--- config.mk ---
export PLATFORM = sky130hd
export DESIGN_NAME = yuv2rgb
export DESIGN_NICKNAME = d
export VERILOG_FILES = /design/src/rtl/yuv_pkg.sv /design/src/rtl/yuv2rgb.sv
export SDC_FILE = /design/constraint.sdc
export NUM_CORES = 1
export LEC_CHECK = 0
export BUFFER_PORTS_ARGS = -buffer_cell sky130_fd_sc_hd__buf_2
export CAP_MARGIN = 20
export CORE_AREA = 2 2 137 139
export DETAILED_ROUTE_END_ITERATION = 7
export DIE_AREA = 0 0 139 141
export GPL_ROUTABILITY_DRIVEN = 0
export PLACE_DENSITY = 0.7
export SLEW_MARGIN = 20
export SYNTH_ARGS = -nofsm -noshare
export SYNTH_HDL_FRONTEND = slang
export SYNTH_SLANG_ARGS = --single-unit
--- constraint.sdc ---
create_clock -name clk_i -period 11.7 [get_ports clk_i]
set_input_delay 1.17 -clock clk_i [delete_from_list [all_inputs] [get_ports clk_i]]
set_output_delay 1.17 -clock clk_i [all_outputs]
set_load 0.01 [all_outputs]
--- src/rtl/yuv_pkg.sv ---
// Shared colour-space constants and types for the video generator datapath.
//   - YUV->RGB coefficients (BT.601 full range, 8 fractional bits)
//   - RGB->grey luma weights (77/150/29, sum 256)
//   - pix24_t: one packed 24-bit pixel, three 8-bit channels MSB-first
//   - clamp_u8: saturate a signed 19-bit result into 0..255
package yuv_pkg;

    localparam int unsigned COEF_KRV = 359;  // 1.402 * 256
    localparam int unsigned COEF_KGU = 88;   // 0.344 * 256
    localparam int unsigned COEF_KGV = 183;  // 0.714 * 256
    localparam int unsigned COEF_KBU = 454;  // 1.772 * 256

    localparam int unsigned OFFSET_UV = 128;

    localparam int unsigned GREY_KR = 77;
    localparam int unsigned GREY_KG = 150;
    localparam int unsigned GREY_KB = 29;

    typedef struct packed {
        logic [7:0] c_hi;   // Y or R
        logic [7:0] c_mid;  // U or G
        logic [7:0] c_lo;   // V or B
    } pix24_t;

    function automatic logic [7:0] clamp_u8(input logic signed [18:0] v);
        logic [7:0] res;
        if (v < 19'sd0) begin
            res = 8'd0;
        end else if (v > 19'sd255) begin
            res = 8'hFF;
        end else begin
            res = v[7:0];
        end
        return res;
    endfunction

endpackage

--- src/rtl/yuv2rgb.sv ---
// Streaming YUV (BT.601 full range) to RGB converter, 3-stage pipeline.
//   clk_i            pixel clock
//   rst_n_i          asynchronous active-low reset
//   color_conv_en_i  1 = converted pipeline output, 0 = combinational bypass
//   color_data_i     {Y, U, V}, color_data_vld_i qualifies it
//   color_data_o     {R, G, B}, color_data_vld_o qualifies it
// The pipeline always runs; the enable only selects the output source.
module yuv2rgb
    import yuv_pkg::*;
#(
    parameter int unsigned COEF_FRAC = 8
) (
    input  logic        clk_i,
    input  logic        rst_n_i,
    input  logic        color_conv_en_i,
    input  logic [23:0] color_data_i,
    input  logic        color_data_vld_i,
    output logic [23:0] color_data_o,
    output logic        color_data_vld_o
);

    localparam int unsigned D_W    = 9;                   // signed chroma delta
    localparam int unsigned PROD_W = D_W + COEF_FRAC + 1; // 18
    localparam int unsigned SUM_W  = PROD_W + 1;          // 19

    localparam logic signed [PROD_W-1:0] K_RV    = PROD_W'(COEF_KRV);
    localparam logic signed [PROD_W-1:0] K_GU    = PROD_W'(COEF_KGU);
    localparam logic signed [PROD_W-1:0] K_GV    = PROD_W'(COEF_KGV);
    localparam logic signed [PROD_W-1:0] K_BU    = PROD_W'(COEF_KBU);
    localparam logic signed [PROD_W-1:0] Y_ROUND = PROD_W'(2 ** (COEF_FRAC - 1));

    pix24_t w_yuv;
    assign w_yuv = color_data_i;

    // Stage 1: luma and offset-removed chroma
    logic signed [D_W-1:0] w_du, w_dv;
    assign w_du = D_W'(w_yuv.c_mid) - D_W'(OFFSET_UV);
    assign w_dv = D_W'(w_yuv.c_lo)  - D_W'(OFFSET_UV);

    logic [7:0]            r_s1_y;
    logic signed [D_W-1:0] r_s1_du, r_s1_dv;
    logic                  r_s1_vld;

    always_ff @(posedge clk_i or negedge rst_n_i) begin
        if (!rst_n_i) begin
            r_s1_y   <= '0;
            r_s1_du  <= '0;
            r_s1_dv  <= '0;
            r_s1_vld <= 1'b0;
        end else begin
            r_s1_y   <= w_yuv.c_hi;
            r_s1_du  <= w_du;
            r_s1_dv  <= w_dv;
            r_s1_vld <= color_data_vld_i;
        end
    end

    // Stage 2: coefficient products and rounded, scaled luma
    logic signed [PROD_W-1:0] w_p_rv, w_p_gu, w_p_gv, w_p_bu, w_y_base;
    assign w_p_rv   = PROD_W'(r_s1_dv) * K_RV;
    assign w_p_gu   = PROD_W'(r_s1_du) * K_GU;
    assign w_p_gv   = PROD_W'(r_s1_dv) * K_GV;
    assign w_p_bu   = PROD_W'(r_s1_du) * K_BU;
    assign w_y_base = (PROD_W'(r_s1_y) << COEF_FRAC) + Y_ROUND;

    logic signed [PROD_W-1:0] r_s2_p_rv, r_s2_p_gu, r_s2_p_gv, r_s2_p_bu, r_s2_y_base;
    logic                     r_s2_vld;

    always_ff @(posedge clk_i or negedge rst_n_i) begin
        if (!rst_n_i) begin
            r_s2_p_rv   <= '0;
            r_s2_p_gu   <= '0;
            r_s2_p_gv   <= '0;
            r_s2_p_bu   <= '0;
            r_s2_y_base <= '0;
            r_s2_vld    <= 1'b0;
        end else begin
            r_s2_p_rv   <= w_p_rv;
            r_s2_p_gu   <= w_p_gu;
            r_s2_p_gv   <= w_p_gv;
            r_s2_p_bu   <= w_p_bu;
            r_s2_y_base <= w_y_base;
            r_s2_vld    <= r_s1_vld;
        end
    end

    // Stage 3: sum, arithmetic shift back to integer, saturate
    logic signed [SUM_W-1:0] w_r_sum, w_g_sum, w_b_sum;
    logic signed [SUM_W-1:0] w_r_sh, w_g_sh, w_b_sh;
    assign w_r_sum = SUM_W'(r_s2_y_base) + SUM_W'(r_s2_p_rv);
    assign w_g_sum = SUM_W'(r_s2_y_base) - SUM_W'(r_s2_p_gu) - SUM_W'(r_s2_p_gv);
    assign w_b_sum = SUM_W'(r_s2_y_base) + SUM_W'(r_s2_p_bu);
    assign w_r_sh  = w_r_sum >>> COEF_FRAC;
    assign w_g_sh  = w_g_sum >>> COEF_FRAC;
    assign w_b_sh  = w_b_sum >>> COEF_FRAC;

    pix24_t r_s3_pix;
    logic   r_s3_vld;

    always_ff @(posedge clk_i or negedge rst_n_i) begin
        if (!rst_n_i) begin
            r_s3_pix <= '0;
            r_s3_vld <= 1'b0;
        end else begin
            r_s3_pix.c_hi  <= clamp_u8(w_r_sh);
            r_s3_pix.c_mid <= clamp_u8(w_g_sh);
            r_s3_pix.c_lo  <= clamp_u8(w_b_sh);
            r_s3_vld       <= r_s2_vld;
        end
    end

    // Output select: bypass is a pure wire path with zero latency
    assign color_data_o     = color_conv_en_i ? r_s3_pix : color_data_i;
    assign color_data_vld_o = color_conv_en_i ? r_s3_vld : color_data_vld_i;

endmodule

After elaboration in Yosys (flattened, before gate mapping). Cells that the tools add are included. W data, S select, Z words.

Register bits after elaboration: 137. Word-level logic and storage cells: 39.

Add/sub/neg operators: 7. Multipliers: 4. Order comparisons: 6. Multiplexer cells: 8.

Operators with widths (count): $mux W8 (6); $add A18 B18 Y19 (2); $gt A11 B9 Y1 const B (3); $lt A11 B1 Y1 const B (3); $mux W24 (1); $sub A18 B17 Y19 (1); $sub A19 B18 Y19 (1); $mul A9 B10 Y18 const B (1); $mul A9 B9 Y18 const B (1); $sub A8 B8 Y9 const B (2); $add A16 B8 Y17 const B (1); $mul A9 B9 Y17 const B (1); $mul A9 B5 Y14 const B (1); $mux W1 (1).

Longest topological paths before layout.
Depth in word-level cells: 5. Depth in mapped cells: 18.

Least setup slack after synthesis. No wires, ideal clock.

Path kind: register to register. Start: register r_s1_dv[7]. End: register r_s2_p_rv[17]. Setup time: 0.124 ns. Data arrival time: 4.953 ns. Data required time: 11.576 ns. Slack: 6.623 ns. Cell stages (with the launch flop): 18. Path buffers: 1. Clock period less this slack: 5.077 ns. Cell sequence: dfrtp_1 clkbuf_1 clkinv_1 ha_1 ha_1 inv_1 fa_1 inv_1 fa_1 fa_1 ha_1 o21ai_0 o21bai_1 o211a_1 a311o_1 a31oi_1 o21bai_1 xnor2_1.

Longest elaborated chain between the ends: 1.

RTL lines: start: declaration (line yuv2rgb.sv:41) `logic signed [D_W-1:0] r_s1_du, r_s1_dv;`; start signal: assignment (line yuv2rgb.sv:53) `r_s1_dv <= w_dv;`; $mul A9 B10 Y18 (line yuv2rgb.sv:60) `assign w_p_rv = PROD_W'(r_s1_dv) * K_RV;`; net w_p_rv[17] (line yuv2rgb.sv:59) `logic signed [PROD_W-1:0] w_p_rv, w_p_gu, w_p_gv, w_p_bu, w_y_base;`; end signal: assignment (line yuv2rgb.sv:78) `r_s2_p_rv <= w_p_rv;`; end: declaration (line yuv2rgb.sv:66) `logic signed [PROD_W-1:0] r_s2_p_rv, r_s2_p_gu, r_s2_p_gv, r_s2_p_bu, r_s2_y_base;`.

The timed path passes the listed nets, and every way through them passes these cells.

Worst setup path after layout. Same ends and word-level chain as after synthesis.

==> impl_metrics.tcl <==
set metrics [dict create \
    crit_required_ns 11.99 \
    initial_core_util 0.5477 \
    crit_type "flip-flop to flip-flop" \
    final_nets 1303 \
    ctsResizeCount 0 \
    pwr_density_cell_nw_per_um2 243.9 \
    p_total_mw 2.715 \
    vias 6723 \
    drt_wl_total_mm 19.92 \
    post-cts-setup-buffers 0 \
    rsz0062_at_grt "no" \
    die_x_um 139 \
    max_stage_delay_ns 0.86 \
    synth.distinct_cells 64 \
    clock_latency_ns 0.42 \
    dpl.hpwl_mm 15.59 \
    clock-sinks 114 \
    ys_seq_area_frac 0.2851 \
    synth_seq_cells 114 \
    ios 53 \
    crit_fanout 19 \
    r2r_slack_ns 6.10 \
    timing.final.crit_share 0.4787 \
    drv_slew 0 \
    grt_overflow 0 \
    final_common_cell "inv_1" \
    htreeDepth 4 \
    maxCapViolCount 0 \
    synth_fa_ha_area_frac 0.3639 \
    ys.flop_type "dfrtp_1" \
    cts_hold_buf 0 \
    tns_ns 0 \
    synth_fp_nets 1240 \
    yosys.area_share.simple 0.05715 \
    area.growth.synth_to_final_pct 11.24 \
    syn_area_um2 10010 \
    fill_cells 1500 \
    critPathLaunchType "flip-flop" \
    diodes 0 \
    critPathCaptureType "flip-flop" \
    grt_start_max_net_pins 67 \
    numPortBuffers 52 \
    cts_tree "built" \
    arrival_ns 5.90 \
    numCtsBuffers 17 \
    crit_family "adder cells" \
    cp_slowest_cell "dfrtp_1" \
    outcome "finished clean" \
    synth_edf_count 0 \
    hold_class "flip-flop to flip-flop" \
    synth_xor_xnor_area_share 0.06477 \
    worstPathCellList "clkinv_1 -> ha_1 -> ha_1 -> inv_1 -> fa_1 -> inv_1 -> fa_1 -> fa_1 -> ha_1 -> o21ai_0 -> o21bai_1 -> o211a_1 -> a311o_1 -> a31oi_1 -> o21bai_1 -> xnor2_1" \
    wire_per_inst_um 15.65 \
    synth_top_family_by_area "adder cells" \
    drive_gt1_frac 0.1213 \
    dp_cells 1241 \
    antenna_found_initial 0 \
    dp_slack_ns 6.079 \
    synthArstFlopShare 1.000 \
    path_clk_slew_ns 0.06 \
    cts_root_buffer "clkbuf_16" \
    final_cell_mix "197 x inv_1, 179 x ha_1, 114 x dfrtp_1" \
    hold_viol_final 0 \
    rows 50 \
    clockBufferDepth 2 \
    fin_skew_ns 0.01063 \
    core_um2 18270 \
    synth.area.mux_share 0.02989 \
    fin_ws_ns 6.099 \
    crit_buf_inv 3 \
    ys_warn_count 0 \
    syn_inst 963 \
    fin_crit_ns 5.601 \
    avgViaCountPerCell 5.281 \
    syn-mean-instance-area_um2 10.39 \
    worst_slew_pin_slew_ns 0.8321 \
    grt_pass1_vias 6804 \
    drt_first_iter_violations 292 \
    setup_viol_count_final 0 \
    fin_util 0.6093 \
    vdd_drop_max_v 0.0002111 \
    ant_nets 0 \
    slew_headroom 0.4453 \
    drc 0 \
    track_usage 0.2219 \
    die_y_um 141 \
    die_area_um2 19600 \
    drtPass1Iterations 5 \
    synth-compound-area-share 0.1198 \
    fmax_ghz 0.1785 \
    leakage_nw 5.749 \
    final_cells 1273 \
    grt_pass1_wl_mm 34.15 \
]
==> state kept, by name, indices dropped and copies added (netlist names) <==
| name | count |
|---|---|
| r_s2_p_gu | 11 |
| r_s2_y_base | 9 |
| r_s3_vld | 1 |
| r_s1_dv | 8 |
| r_s1_y | 8 |
| r_s3_pix | 24 |
| r_s2_p_bu | 14 |
| r_s1_du | 8 |
| r_s2_p_rv | 11 |
| r_s2_p_gv | 18 |
| r_s1_vld | 1 |
| r_s2_vld | 1 |
==> layout make-up <==
cell class / count / area, um2 / share of cell area
multi-input combinational: 641 / 6370 / 0.5723
sequential: 114 / 2853 / 0.2563
inverter: 199 / 747.0 / 0.06711
clock buffer: 17 / 425.4 / 0.03822
tap: 234 / 292.8 / 0.02630
timing repair buffer: 53 / 270.3 / 0.02428
clock inverter: 15 / 172.7 / 0.01551
==> power by group <==
part | switching (mW) | leakage, nW | total [mW] | internal [mW]
sequential | 0.0668 | 1.34 | 0.597 | 0.530
clock | 0.202 | 0.289 | 0.522 | 0.320
combinational | 0.883 | 4.12 | 1.60 | 0.713
==> Yosys cell counts, types with 2 or more instances <==
| cell | n | share of area |
|---|---|---|
| fa_1 | 70 | 0.14 |
| a31oi_1 | 5 | 0.0031 |
| o31a_1 | 3 | 0.0026 |
| o211a_1 | 4 | 0.0040 |
| o2111ai_1 | 3 | 0.0026 |
| nand2_1 | 28 | 0.011 |
| a211oi_1 | 3 | 0.0023 |
| a21boi_0 | 4 | 0.0030 |
| a21oi_2 | 2 | 0.0018 |
| and3_1 | 3 | 0.0019 |
| mux2i_1 | 4 | 0.0040 |
| nand2b_1 | 2 | 0.0013 |
| o211ai_1 | 4 | 0.0030 |
| clkbuf_1 | 4 | 0.0015 |
| nor2b_1 | 6 | 0.0038 |
| a21o_1 | 10 | 0.0075 |
| xnor2_1 | 60 | 0.053 |
| nand4_1 | 7 | 0.0044 |
| nand3_1 | 8 | 0.0040 |
| buf_2 | 2 | 0.0010 |
| mux2_2 | 23 | 0.026 |
| or2_2 | 6 | 0.0038 |
| buf_1 | 2 | 0.00075 |
| o21bai_1 | 13 | 0.0098 |
| xor2_1 | 14 | 0.012 |
| o31ai_1 | 2 | 0.0015 |
| ha_1 | 179 | 0.22 |
| o21ba_2 | 2 | 0.0020 |
| and2_1 | 2 | 0.0013 |
| dfrtp_1 | 114 | 0.29 |
| nor3_1 | 11 | 0.0055 |
| o21ai_0 | 27 | 0.014 |
| o21a_1 | 35 | 0.026 |
| inv_1 | 197 | 0.074 |
| a21oi_1 | 40 | 0.020 |
| clkinv_1 | 2 | 0.00075 |
| nor2_1 | 35 | 0.013 |
==> final timing paths <==
path / from / endpoint / depth (start not counted)
min in group asynchronous: rst_n_i / r_s1_dv[2] / 1
worst max register to register: r_s1_dv[7] / r_s2_p_rv[17] / 16
worst max-delay path: r_s1_dv[7] / r_s2_p_rv[17] / 16
worst min register to register: r_s1_y[4] / r_s2_y_base[12] / 0
worst min-delay path: r_s1_y[4] / r_s2_y_base[12] / 0
max in group asynchronous: rst_n_i / r_s2_p_gu[8] / 2
==> routing by layer <==
metal,global-route usage,vias up,routed length [um]
met1,0.3077,3215,9517
met5,0,-,0
met2,0.3653,160,9314
met4,0.05742,0,329
li1,-,3324,-
met3,0.03770,24,763
==> per-stage QoR <==
step                      hold WS [ns]  cell area [um2]
after floorplan                 0.3312            10010
after global placement          0.3321            10530
after detailed placement        0.3347            10530
after CTS                       0.3485            11120
after global routing            0.3560            11130
final                           0.3459            11130
==> kinds of logic (layout without fill, tap and decap cells) <==
group	after synthesis	in the layout
xor+xnor	74	74
flops	114	114
other cells	1	1
buf+inv	208	284
compound gates	173	173
mux	27	27
fa+ha+maj	249	249
simple gates	117	117
(Power assumes the default switching activity.)
